$ cat src/rtl/btb_update_ctrl.sv
// btb_update_ctrl: collects resolved-branch target updates from two ports
// into a small circular FIFO and drains one entry per cycle into the BTB
// write port. A squash drops everything pending and incoming.

`ifndef XLEN
`define XLEN 32
`endif

module btb_update_ctrl #(
  parameter int DEPTH = 4
) (
  input  logic                         clock,
  input  logic                         reset,
  input  logic                         upd0_valid,
  input  logic [`XLEN-1:0]             upd0_src_pc,
  input  logic [`XLEN-1:0]             upd0_dest_pc,
  input  logic                         upd1_valid,
  input  logic [`XLEN-1:0]             upd1_src_pc,
  input  logic [`XLEN-1:0]             upd1_dest_pc,
  output logic                         upd_ready,
  input  logic                         squash,
  output logic                         btb_write_enable,
  output logic [`XLEN-1:0]             btb_write_source_pc,
  output logic [`XLEN-1:0]             btb_write_dest_pc,
  output logic [$clog2(DEPTH+1)-1:0]   count
);

  localparam int PTR_W = $clog2(DEPTH);
  localparam int CNT_W = $clog2(DEPTH+1);

  logic [`XLEN-1:0] mem_src [DEPTH];
  logic [`XLEN-1:0] mem_dst [DEPTH];
  logic [PTR_W-1:0] head;
  logic [PTR_W-1:0] tail;
  logic [PTR_W-1:0] wr1_idx;
  logic             acc0;
  logic             acc1;
  logic             coalesce;
  logic             wr0;
  logic             wr1;
  logic             deq;
  logic [1:0]       enq_num;

  // Ready looks only at the registered count: a same-cycle dequeue is not
  // credited, so two free slots are always guaranteed when ready is high.
  assign upd_ready = (count <= CNT_W'(DEPTH - 2));

  assign acc0     = upd0_valid & upd_ready & ~squash;
  assign acc1     = upd1_valid & upd_ready & ~squash;
  // Same branch reported twice in one cycle: the younger target wins and
  // only one entry is spent on it.
  assign coalesce = acc0 & acc1 & (upd0_src_pc == upd1_src_pc);
  assign wr0      = acc0 & ~coalesce;
  assign wr1      = acc1;
  // Port 1 lands right behind port 0 when both are written; the pointer
  // width gives the modulo-DEPTH wrap for free.
  assign wr1_idx  = tail + PTR_W'(wr0);
  assign enq_num  = {1'b0, wr0} + {1'b0, wr1};

  // The BTB never stalls, so any occupied head is consumed this cycle.
  assign deq      = (count != '0);

  assign btb_write_enable    = deq;
  assign btb_write_source_pc = deq ? mem_src[head] : '0;
  assign btb_write_dest_pc   = deq ? mem_dst[head] : '0;

  // Entry storage: written on accept, never reset (validity lives in count).
  always_ff @(posedge clock) begin
    if (wr0) begin
      mem_src[tail] <= upd0_src_pc;
      mem_dst[tail] <= upd0_dest_pc;
    end
    if (wr1) begin
      mem_src[wr1_idx] <= upd1_src_pc;
      mem_dst[wr1_idx] <= upd1_dest_pc;
    end
  end

  // Pointers and occupancy; reset outranks squash, squash empties the FIFO.
  always_ff @(posedge clock) begin
    if (reset) begin
      head  <= '0;
      tail  <= '0;
      count <= '0;
    end else if (squash) begin
      head  <= '0;
      tail  <= '0;
      count <= '0;
    end else begin
      head  <= head + PTR_W'(deq);
      tail  <= tail + PTR_W'(enq_num);
      count <= count + CNT_W'(enq_num) - CNT_W'(deq);
    end
  end

endmodule
$ cat config.mk
export PLATFORM = sky130hd
export DESIGN_NAME = btb_update_ctrl
export DESIGN_NICKNAME = d
export VERILOG_FILES = /design/src/rtl/btb_update_ctrl.sv
export SDC_FILE = /design/constraint.sdc
export NUM_CORES = 1
export LEC_CHECK = 0
export CAP_MARGIN = 20
export CORE_MARGIN = 4
export CORE_UTILIZATION = 60
export CTS_CLUSTER_DIAMETER = 120
export CTS_CLUSTER_SIZE = 30
export DETAILED_ROUTE_END_ITERATION = 10
export PLACE_DENSITY = 0.89
export SYNTH_ARGS = -nofsm -noshare
export SYNTH_HDL_FRONTEND = slang
export SYNTH_SLANG_ARGS = --single-unit
$ cat constraint.sdc
create_clock -name clock -period 20.9 [get_ports clock]
set_clock_uncertainty 0.2 [all_clocks]
set_input_delay 5.225 -clock clock [delete_from_list [all_inputs] [get_ports clock]]
set_output_delay 5.225 -clock clock [all_outputs]
set_load 0.01 [all_outputs]
### After elaboration in Yosys (flattened, before gate mapping)

Memory sizes are Yosys's and may differ from the RTL's. A register that Yosys moved wholly into a read port is not among the register bits.
Index checks and enable logic that the tools add are counted.

| word-level totals | value |
|---|---|
| memories kept | 2 |
| RAM bits | 256 |
| register bits after elaboration | 7 |
| word-level logic and storage cells | 32 |

Memories:

| memory | depth | bits a word | read ports | clocked after memory_dff | write ports | RTL line | text |
|---|---|---|---|---|---|---|---|
| mem_dst | 4 | 32 | 1 | 1 | 2 | 32 | `` logic [`XLEN-1:0] mem_dst [DEPTH]; `` |
| mem_src | 4 | 32 | 1 | 1 | 2 | 31 | `` logic [`XLEN-1:0] mem_src [DEPTH]; `` |

| cells by class | value |
|---|---|
| bitwise operators | 9 |
| $add $sub $neg | 6 |
| reduce and logical (&&, ||, !) cells | 2 |
| equality and inequality tests | 1 |
| muxes and demuxes | 8 |
| $lt $le $gt $ge | 1 |

Operators with widths:

| kind | number |
|---|---|
| 32-bit 2-to-1 mux | 2 |
| 32-bit equality test | 1 |
| 1-bit bitwise AND | 7 |
| 2-bit by 1-bit adder with 2-bit output | 2 |
| 1-bit 2-to-1 mux | 4 |
| 2-bit 2-to-1 mux | 2 |
| 3-bit by 2-bit adder with 3-bit output | 1 |
| 3-bit by 2-bit <= comparator with 1-bit output, second input constant | 1 |
| 3-bit nonzero test | 1 |
| 3-bit by 1-bit subtractor with 3-bit output | 1 |
| 1-bit by 1-bit adder with 2-bit output | 1 |
| 2-bit adder | 1 |
| 1-bit inverter | 2 |
| 2-bit OR reduction | 1 |

### Logic depth before layout (Yosys ltp)

| logic depth | value |
|---|---|
| depth in word-level cells | 10 |
| gate-level depth with buffers | 14 |

### Worst setup path after synthesis

No wires, ideal clock.

| timing | value |
|---|---|
| path type | input -> register |
| start point | input squash |
| end point | memory mem_dst[0][0] in the netlist's numbering (enable) |
| buffers on the path | 0 |
| setup time | 661 ps |
| slack | 7,961 ps |
| arrival time | 12,078 ps |
| stages | 3 |
| path through | a211oi_2 nand2_1 o41ai_1 |

RTL lines:

| element | RTL line | text |
|---|---|---|
| from (decl) | 21 | `input logic squash,` |
| to (decl) | 32 |  |

==> flow_summary.json <==
{
  "status": "completed",
  "syn_inst": 789,
  "hold_class": "reg -> reg",
  "track_usage_pct": 23.7,
  "wl_met1_um": 12500,
  "yosysUniqueCellTypes": 29,
  "wl_met3_um": 1870,
  "finalHoldViolCount": 0,
  "post_cts_buffers": 0,
  "hp-start": "count[2]$_SDFF_PP0_",
  "drt_first_pass_iters": 5,
  "seq_area_frac_synth_pct": 54.5,
  "tightestPinTransition_ns": 1.07,
  "htreeDepth": 1,
  "setup_viol": 0,
  "ant_nets": 0,
  "syn_area_per_cell_um2": 18.2,
  "synthesis.area_um2": 14400,
  "ios": 202,
  "slowest_delay_ns": 0.63,
  "grt_pass1_vias": 8353,
  "postCtsHoldBufs": 0,
  "synth.most_common_cell": "edfxtp_1",
  "r2r.worst_path.cells": 10,
  "reg2reg_to": "mem_dst[1][25]$_DFFE_PP_",
  "min_to": "count[2]$_SDFF_PP0_",
  "crit_fanout": 42,
  "peakVddDrop_v": 0.000119,
  "switchingPower_mw": 0.405,
  "cp_slowest_cell": "buf_4",
  "cts_resized": 0,
  "hold_path_depth": 2,
  "syn_nets": 930,
  "critPathMostFrequentCell": "buf_4",
  "antenna_found_initial": 3,
  "die_area_um2": 26500,
  "final_nets": 1108,
  "cts_sinks": 263,
  "clock_path_buffers": 3,
  "cp.arrival_ns": 9.70,
  "via_count": 7674,
  "synth_enable_flop_cells": 256,
  "p_comb_share_pct": 35.2,
  "required_ns": 20.82,
  "r2r_slack_ns": 16.53,
  "synth_area_leader_cell": "edfxtp_1",
  "path_class": "in -> reg",
  "routabilityCongestion": 0.781,
  "r2r_start": "count[0]$_SDFF_PP0_",
  "max_slew_margin_pct": 28.8,
  "grt_pass1_wl_um": 48100,
  "grt_max_degree": 68,
  "wl_met2_um": 16600,
  "rsz0062_at_grt": "no",
  "synth-warning-count": 0,
  "fp.dieW_um": 163,
  "synth_ff_type": "edfxtp_1",
  "finalCriticalPeriod_ns": 9.78,
  "area_growth_pct": 18.1,
  "crit_path_end_kind": "register",
  "yosysTopAreaCellShare_pct": 53.5,
  "path_cells": "clkdlybuf4s50_1, xor2_1, nor4_1, nand4_1, nor3_1, buf_4, nor2_1, ha_1, xnor2_1, nand3_4, o21ai_4, buf_4",
  "power_leakage_nw": 6.36,
  "drc": 0,
  "post_drt_wl_per_cell_um": 24.3,
  "setup_slack_ns": 11.12,
  "design.core.area_um2": 23500,
  "max_freq_ghz": 0.102,
  "synth_seq_cells": 263,
  "clkLatencyLatePin_ns": 0.49,
  "fillers": 1522,
  "period_share_pct": 46.8,
  "intPower_mw": 1.06,
  "io_buffer_count": 201,
  "vias_per_cell": 5.93,
  "final.setup.tns_ns": 0,
  "drt_iter0_markers": 672,
  "place_ws_ns": 10.64,
  "swShare_pct": 27.7,
  "slew_violations": 0,
  "powerDensity_nw_per_um2": 86.2,
  "cts_buffers": 12,
  "cts_tree": "built",
  "dieHeight_um": 163,
  "totalWireLength_um": 31500,
  "cp-start-kind": "input port",
  "highest_layer": "met4",
  "initial_core_util_pct": 61.0,
  "seqPwrFrac_pct": 46.2,
  "clkTransAtPathRegs_ns": 0.11,
  "place_hpwl_um": 20300,
  "rows": 56,
  "clockPowerShare_pct": 18.6,
  "drive_gt1_share_pct": 37.1,
  "yosys-top-cells-count": "edfxtp_1 (256), mux2_4 (196), and2_1 (69)",
  "drv_cap": 0,
  "clockRootBuffer": "clkbuf_16",
  "grt_overflow": 0,
  "async_flop_share_pct": 0,
  "synth_area_leaders": "edfxtp_1 (54%), mux2_4 (20%), mux4_2 (10%), mux2_2 (4.7%), and2_1 (3.0%)"
}
-- sequential cells by signal (all words and copies together) (netlist names) --
register and cells:
count 3, mem_src 128, head 2, tail 2, mem_dst 128
-- worst max-delay path, delay by kind of cell --
kind | cells | cell delay, ns
simple gates | 5 | 1.63
buf+inv | 3 | 1.42
fa+ha+maj | 1 | 0.22
compound gates | 1 | 0.53
xor+xnor | 2 | 0.62
-- power groups by stage --
stage               logic (mW)  clock network [mW]  registers (mW)
floorplan                0.316                   0           0.672
detailed placement       0.519                   0           0.690
global placement         0.512                   0           0.687
CTS                      0.522               0.277           0.678
global route             0.550               0.296           0.684
finish                   0.514               0.273           0.676
-- worst max path at each step --
stage / from / endpoint / slack, ns / depth (start not counted)
floorplan: squash / mem_dst[0][0]$_DFFE_PP_ / 7.96 / 3
global placement: upd1_src_pc[0] / mem_dst[1][23]$_DFFE_PP_ / 10.71 / 12
detailed placement: upd0_src_pc[0] / mem_dst[1][5]$_DFFE_PP_ / 10.64 / 12
CTS: upd0_src_pc[0] / mem_dst[1][6]$_DFFE_PP_ / 11.12 / 12
global route: upd0_src_pc[0] / mem_dst[1][9]$_DFFE_PP_ / 10.92 / 12
finish: upd0_src_pc[0] / mem_dst[1][25]$_DFFE_PP_ / 11.12 / 12
-- routing by layer --
metal | up-vias | track usage, %
li1 | 3439 | -
met1 | 3935 | 30.9
met2 | 264 | 43.0
met3 | 36 | 2.58
met4 | 0 | 5.41
met5 | - | 0
-- through the flow --
| stage | utilization, % | hold WS [ns] | total power, mW | instances | area, um2 |
|---|---|---|---|---|---|
| after floorplan | - | 0.346 | 0.988 | 789 | 14400 |
| after CTS | 72.0 | 0.460 | 1.48 | 1292 | 17000 |
| final | 72.1 | 0.469 | 1.46 | 1295 | 17000 |
| after global routing | 72.1 | 0.493 | 1.53 | 1295 | 17000 |
| after detailed placement | 70.5 | 0.443 | 1.21 | 1272 | 16600 |
| after global placement | 70.4 | 0.432 | 1.20 | 1271 | 16600 |
-- logic make-up (layout without fill, tap and decap cells) --
| logic type | count (synthesis) | after routing | synth area share, % |
|---|---|---|---|
| AO/OA/AOI/OAI | 6 | 6 | 0.287 |
| XOR/XNOR | 39 | 39 | 2.38 |
| adder cells (fa/ha/maj) | 8 | 8 | 0.749 |
| buffers and inverters | 57 | 241 | 2.84 |
| flip-flops | 263 | 263 | 54.5 |
| multiplexers | 320 | 320 | 35.2 |
| other | 0 | 3 | 0 |
| AND/OR/NAND/NOR | 96 | 96 | 4.03 |
-- layout make-up --
| type | count | area [um2] | share of cell area, % |
|---|---|---|---|
| multi-input combinational | 469 | 6210 | 36.6 |
| sequential | 263 | 7840 | 46.2 |
| clock buffer | 19 | 348 | 2.05 |
| antenna | 3 | 7.51 | 0.0442 |
| tap | 319 | 399 | 2.35 |
| inverter | 7 | 26.3 | 0.155 |
| timing repair buffer | 214 | 2130 | 12.6 |
| clock inverter | 1 | 8.76 | 0.0516 |
-- cell usage in the layout, fill, tap and decap left out, types with 3 or more instances in the layout --
| cell | netlist | routed |
|---|---|---|
| diode_2 | 0 | 3 |
| mux2_4 | 196 | 196 |
| clkbuf_16 | 0 | 13 |
| dfxtp_1 | 7 | 5 |
| clkdlybuf4s50_1 | 0 | 201 |
| mux4_2 | 64 | 64 |
| inv_1 | 6 | 6 |
| ha_1 | 7 | 7 |
| nor4_1 | 8 | 8 |
| xnor2_1 | 4 | 4 |
| buf_4 | 0 | 12 |
| and2_1 | 69 | 69 |
| xor2_1 | 35 | 35 |
| nor3_1 | 4 | 4 |
| clkbuf_1 | 10 | 6 |
| mux2_2 | 60 | 60 |
| o21ai_4 | 0 | 3 |
| edfxtp_1 | 256 | 256 |
Power figures use the tool's default switching activity.
==> variant 1: new RTL, same settings <==
Change the macro `XLEN` from 32 to 64.
--- a/src/rtl/btb_update_ctrl.sv
+++ b/src/rtl/btb_update_ctrl.sv
@@ -3,7 +3,7 @@
 // write port. A squash drops everything pending and incoming.
 
 `ifndef XLEN
-`define XLEN 32
+`define XLEN 64
 `endif
 
 module btb_update_ctrl #(
Ports: changed (6 resized); port bits go from 202 to 394. No check against the original RTL was run, so the function may have changed too.
==> variant 1 against the unedited design <==
  * Via count up 100%
  * Combinational power grew 100%
  * Clock power increased by 88%
  * Final area rose by 92%
  * Synthesized area rose by 91%
  * Sequential cell count grew 256
  * Die area increased by 86%
  * Total power rose by 95%
  * Non-clock buffer count rose by 204
  * Routed wire length up 120%
  * Worst setup slack got worse by 0.97 ns
  * Synthesized cell count is 93% higher
  * Critical path type unchanged
  * Largest cell class unchanged
  * Largest power group unchanged
==> variant 1: results (changes against the unedited design) <==
- Critical Path Source: upd1_src_pc[57]
- Dpl cells: 2,436 (+92%)
- Ys Warns: 0 (unchanged)
- Post-Synthesis Cells: 1,520 (+93%)
- Crit path to: mem_src[3][31]
- CP arrival: 10.85 ns (+1.15 ns)
- Gr usage total: 26.5% (+2.9 points)
- R2R Setup Slk: 15.37 ns (-1.16 ns)
- I/O Buffers: 393 (+96%)
- Finished Layout Cells: 2,494 (+93%)
- Initial antenna violation count: 24 (+21)
- Vias in the first global route: 16,000 (+92%)
- Drt pass-1 iters: 5 (unchanged)
- Largest cells by area after synthesis: edfxtp_1 (56%), mux2_2 (12%), mux2_4 (12%), mux4_2 (11%), and2_1 (3.0%)
- Post-synth EDFFs: 512 (+100%)
- Status: finished, final reports clean
- Worst reg2reg endpoint: mem_src[3][31]
- First-pass GRT wire length: 101 mm (+110%)
- Via count: 15,400 (+100%)
- Seq/Total Area, Yosys: 56.5% (+2.0 points)
- P_leak: 0.0113 uW (+78%)
- Filler cell count in the final layout: 2,789 (+83%)
- Adder-Cell Fraction of Synth Area: 0.392% (-0.36 points)
- Top cells by count, synth: edfxtp_1 (512), mux2_2 (294), mux2_4 (218)
- Post-DP HPWL: 43.2 mm (+110%)
- Critical path peak fanout: 67 (+60%)
- DR iter-0 viols: 1,299 (+93%)
- Placed cell area: 31,800 um2 (+91%)
- Largest net degree at the start of global routing: 85 (+25%)
- Later-pin clock latency in the skew report: 0.57 ns (+0.08 ns)
- Layout cell share with drive strength beyond 1: 37.3% (+0.16 points)
- Cells on worst reg2reg path: 12 (+2)
- Mapped Nets: 1,789 (+92%)
- Actual slew at the worst max-slew pin: 1.10 ns (+0.0316 ns)
- Routed Wire Length: 68.1 mm (+120%)
variant 1: cell types whose count changed after synthesis, moves of 3 or more:
cell,before,now
mux4_2,64,128
clkbuf_1,10,24
xnor2_1,4,58
edfxtp_1,256,512
buf_2,11,40
xor2_1,35,13
mux2_4,196,218
buf_1,5,9
nor4_1,8,5
mux2_2,60,294
and2_1,69,132
nand4_1,2,14
variant 1: through the flow:
| step | setup WS [ns] | util (%) | power (uW) |
|---|---|---|---|
| finish | 10.15 | 71.8 | 2860 |
| global route | 9.94 | 71.8 | 2970 |
| CTS | 10.20 | 71.5 | 2870 |
| detailed placement | 9.68 | 70.2 | 2370 |
| global placement | 9.73 | 70.1 | 2340 |
| floorplan | 4.82 | - | 1930 |
variant 1: worst max-delay path, stage by stage:
cell,delay [ns]
clkdlybuf4s50_1,0.53
xnor2_1,0.49
nand4_1,0.23
nor4_1,0.34
nand3_1,0.21
o211ai_1,0.82
inv_1,0.15
ha_1,0.28
xor2_1,0.21
nand3_4,0.12
buf_4,0.77
buf_4,0.97
mux2_2,0.41
variant 1: area by class of cell:
cell class | count | area share [%]
Tap cell | 600 | 2.31
Clock inverter | 1 | 0.0923
Sequential cell | 519 | 47.7
Inverter | 8 | 0.0923
Multi-Input combinational cell | 894 | 34.9
Antenna cell | 18 | 0.138
Timing Repair Buffer | 418 | 12.9
Clock buffer | 36 | 1.79
variant 1: cells by family after synthesis:
logic type / Yosys count
compound gates: 7
xor+xnor: 71
fa+ha+maj: 8
buf+inv: 107
flops: 519
mux: 640
simple gates: 168
variant 1: worst min-delay path by stage:
stage | start | slack, ns | endpoint
final | count[2] | 0.46 | count[2]
after global routing | count[2] | 0.50 | count[2]
after CTS | count[2] | 0.46 | count[2]
after detailed placement | count[2] | 0.45 | count[2]
after global placement | count[2] | 0.45 | count[2]
after floorplan | head[0] | 0.37 | head[0]
variant 1: per-layer routing:
metal	wire length, um	global-route usage (%)
met3	4520	4.77
met5	92	0
met2	34500	45.1
met1	26800	35.3
met4	2150	8.32
variant 1: power by group:
part	switching [uW]	internal [uW]
combinational	464	572
sequential	34.9	1270
clock	317	197
total	816	2040
==> variant 2: new RTL, same flow settings <==
Without the edit above. Make the reset (`reset`) asynchronous in one clocked block.
--- a/src/rtl/btb_update_ctrl.sv
+++ b/src/rtl/btb_update_ctrl.sv
@@ -77,7 +77,7 @@
   end
 
   // Pointers and occupancy; reset outranks squash, squash empties the FIFO.
-  always_ff @(posedge clock) begin
+  always_ff @(posedge clock or posedge reset) begin
     if (reset) begin
       head  <= '0;
       tail  <= '0;
Check against the original RTL: differs if reset is asserted again (counterexample within 4 cycles, from zero or initial values and one cycle with reset high); with reset held inactive, the same outputs for 4 cycles.
==> variant 2 against the unedited design <==
  * Global-route usage is essentially flat
  * Routed wire length grew 0.77%
  * Count of clock-buffer cells in the layout shrank 2
  * Largest cell class unchanged
  * Worst setup slack lost 0.0025 ns
  * Largest power group is now combinational cells
  * Total power grew 19%
  * Clock power is essentially flat
  * Sequential cell count is the same
  * Core utilization grew 0.11 points
  * Non-clock buffer count is the same
  * Synthesized area grew 0.26%
  * Synthesized cell count shrank 0.13%
  * Final area grew 0.15%
==> variant 2: results (changes against the unedited design) <==
- Clock-cell share: 2.05% (-0.047 points)
- R2R Setup Slk: 16.45 ns (-0.08 ns)
- P_leak: 0.00641 uW (+0.82%)
- Post-synth cell types: 32 (+10%)
- Hold path depth: 2 (unchanged)
- Layout non-clock buf frac: 12.5% (-0.018 points)
- Vias in the first global route: 8,305 (-0.57%)
- Seq/Total Area, Yosys: 54.6% (+0.10 points)
- Crit path to: mem_src[1][25]
- Met3 usage in global routing: 2.10% (-0.48 points)
- Final net count: 1,107 (-0.090%)
- Number of setup buffers added after CTS: 0 (unchanged)
- Avg Cell Area, Syn: 18.3 um2 (+0.39%)
- Worst min-delay path category: reg2reg
- Seq/total area: 46.3% (+0.14 points)
- Largest cells by area after synthesis: edfxtp_1 (53%), mux2_4 (20%), mux4_2 (10%), mux2_2 (4.7%), and2_1 (2.8%)
- Status: finished, final reports clean
- Post-DP HPWL: 20.4 mm (+0.90%)
- Initial antenna violation count: 5 (+2)
- Internal: 1210 uW (+14%)
- GR Layer Usage met1: 30.1% (-0.84 points)
- Filler cell count in the final layout: 1,518 (-0.26%)
- CP arrival: 9.71 ns (about the same)
- Met2 wire length: 16.7 mm (+0.72%)
- Async S/R FF share, synth: 2.66% (+2.7 points)
- Wire length on met3: 1.41 mm (-24%)
- Cells on worst reg2reg path: 10 (unchanged)
- Gr usage total: 23.6% (-0.030 points)
- DR iter-0 viols: 544 (-19%)
- Top cells by count, synth: edfxtp_1 (256), mux2_4 (196), and2_1 (65)
- First-pass GRT wire length: 48.1 mm (unchanged)
- Largest net degree at the start of global routing: 66 (-2.9%)
- Via count: 7,655 (-0.25%)
- Critical Path Source: upd0_src_pc[18]
- Final GP Congestion: 0.762 (-2.4%)
- Critical path peak fanout: 37 (-12%)
- Actual slew at the worst max-slew pin: 1.04 ns (-0.0291 ns)
- Multi-input combinational area share: 36.5% (-0.098 points)
- WL per Instance: 24.5 um (+0.85%)
- Finished Layout Cells: 1,294 (-0.077%)
- Met2 GRT Util: 43.7% (+0.70 points)
- Multi-input gate count: 468 (-0.21%)
- Mapped Nets: 929 (-0.11%)
- # clk buffers: 17 (-2)
- Cts bufs inserted: 12 (unchanged)
- Worst r2r src: count[0]
- Post-synth EDFFs: 256 (unchanged)
- Maximum ir drop on the vdd rail: 0.0000645 V (-46%)
- Met1 Wirelength: 12.7 mm (+2.0%)
- Layout cell share with drive strength beyond 1: 37.3% (+0.22 points)
- Antenna cell count: 5 (+2)
[variant 2: critical path, cell delays in order]
cell	delay, ns
clkdlybuf4s50_1	0.58
xor2_1	0.16
nor4_1	0.50
nand4_1	0.25
nor3_1	0.24
buf_4	0.21
nor2_1	0.08
ha_1	0.22
xnor2_1	0.41
nand3_4	0.54
o21ai_4	0.61
buf_4	0.64
[variant 2: worst min path at each step]
stage                to  slack (ns)      from
3_5_place_dp    tail[0]        0.57   tail[0]
2_1_floorplan   head[0]        0.38   head[0]
4_1_cts         tail[0]        0.60   tail[0]
6_report        tail[0]        0.60   tail[0]
5_1_grt        count[2]        0.62  count[2]
3_3_place_gp    tail[0]        0.53   tail[0]
[variant 2: metrics by stage]
step / worst slack, ns / hold slack (ns) / instance area [um2]
finish: 11.12 / 0.597 / 17000
global route: 10.96 / 0.621 / 17000
CTS: 11.06 / 0.602 / 17000
detailed placement: 10.57 / 0.565 / 16600
global placement: 10.69 / 0.530 / 16600
floorplan: 7.93 / 0.380 / 14400
[variant 2: cell families (layout without fill, tap and decap cells)]
family	after synthesis	in the layout	share of synthesized area, %
multiplexers	320	320	35.1
flip-flops	263	263	54.6
AND/OR/NAND/NOR	95	95	4.04
buffers and inverters	57	239	2.83
XOR/XNOR	39	39	2.37
adder cells (fa/ha/maj)	8	8	0.747
AO/OA/AOI/OAI	6	6	0.287
other	0	5	0
[variant 2: power groups by stage]
stage | Sequential [uW] | Combinational [uW] | Clock, uW
after detailed placement | 743 | 741 | 0
after global routing | 738 | 783 | 296
after CTS | 731 | 746 | 277
final | 728 | 736 | 274
after floorplan | 711 | 462 | 0
after global placement | 739 | 730 | 0
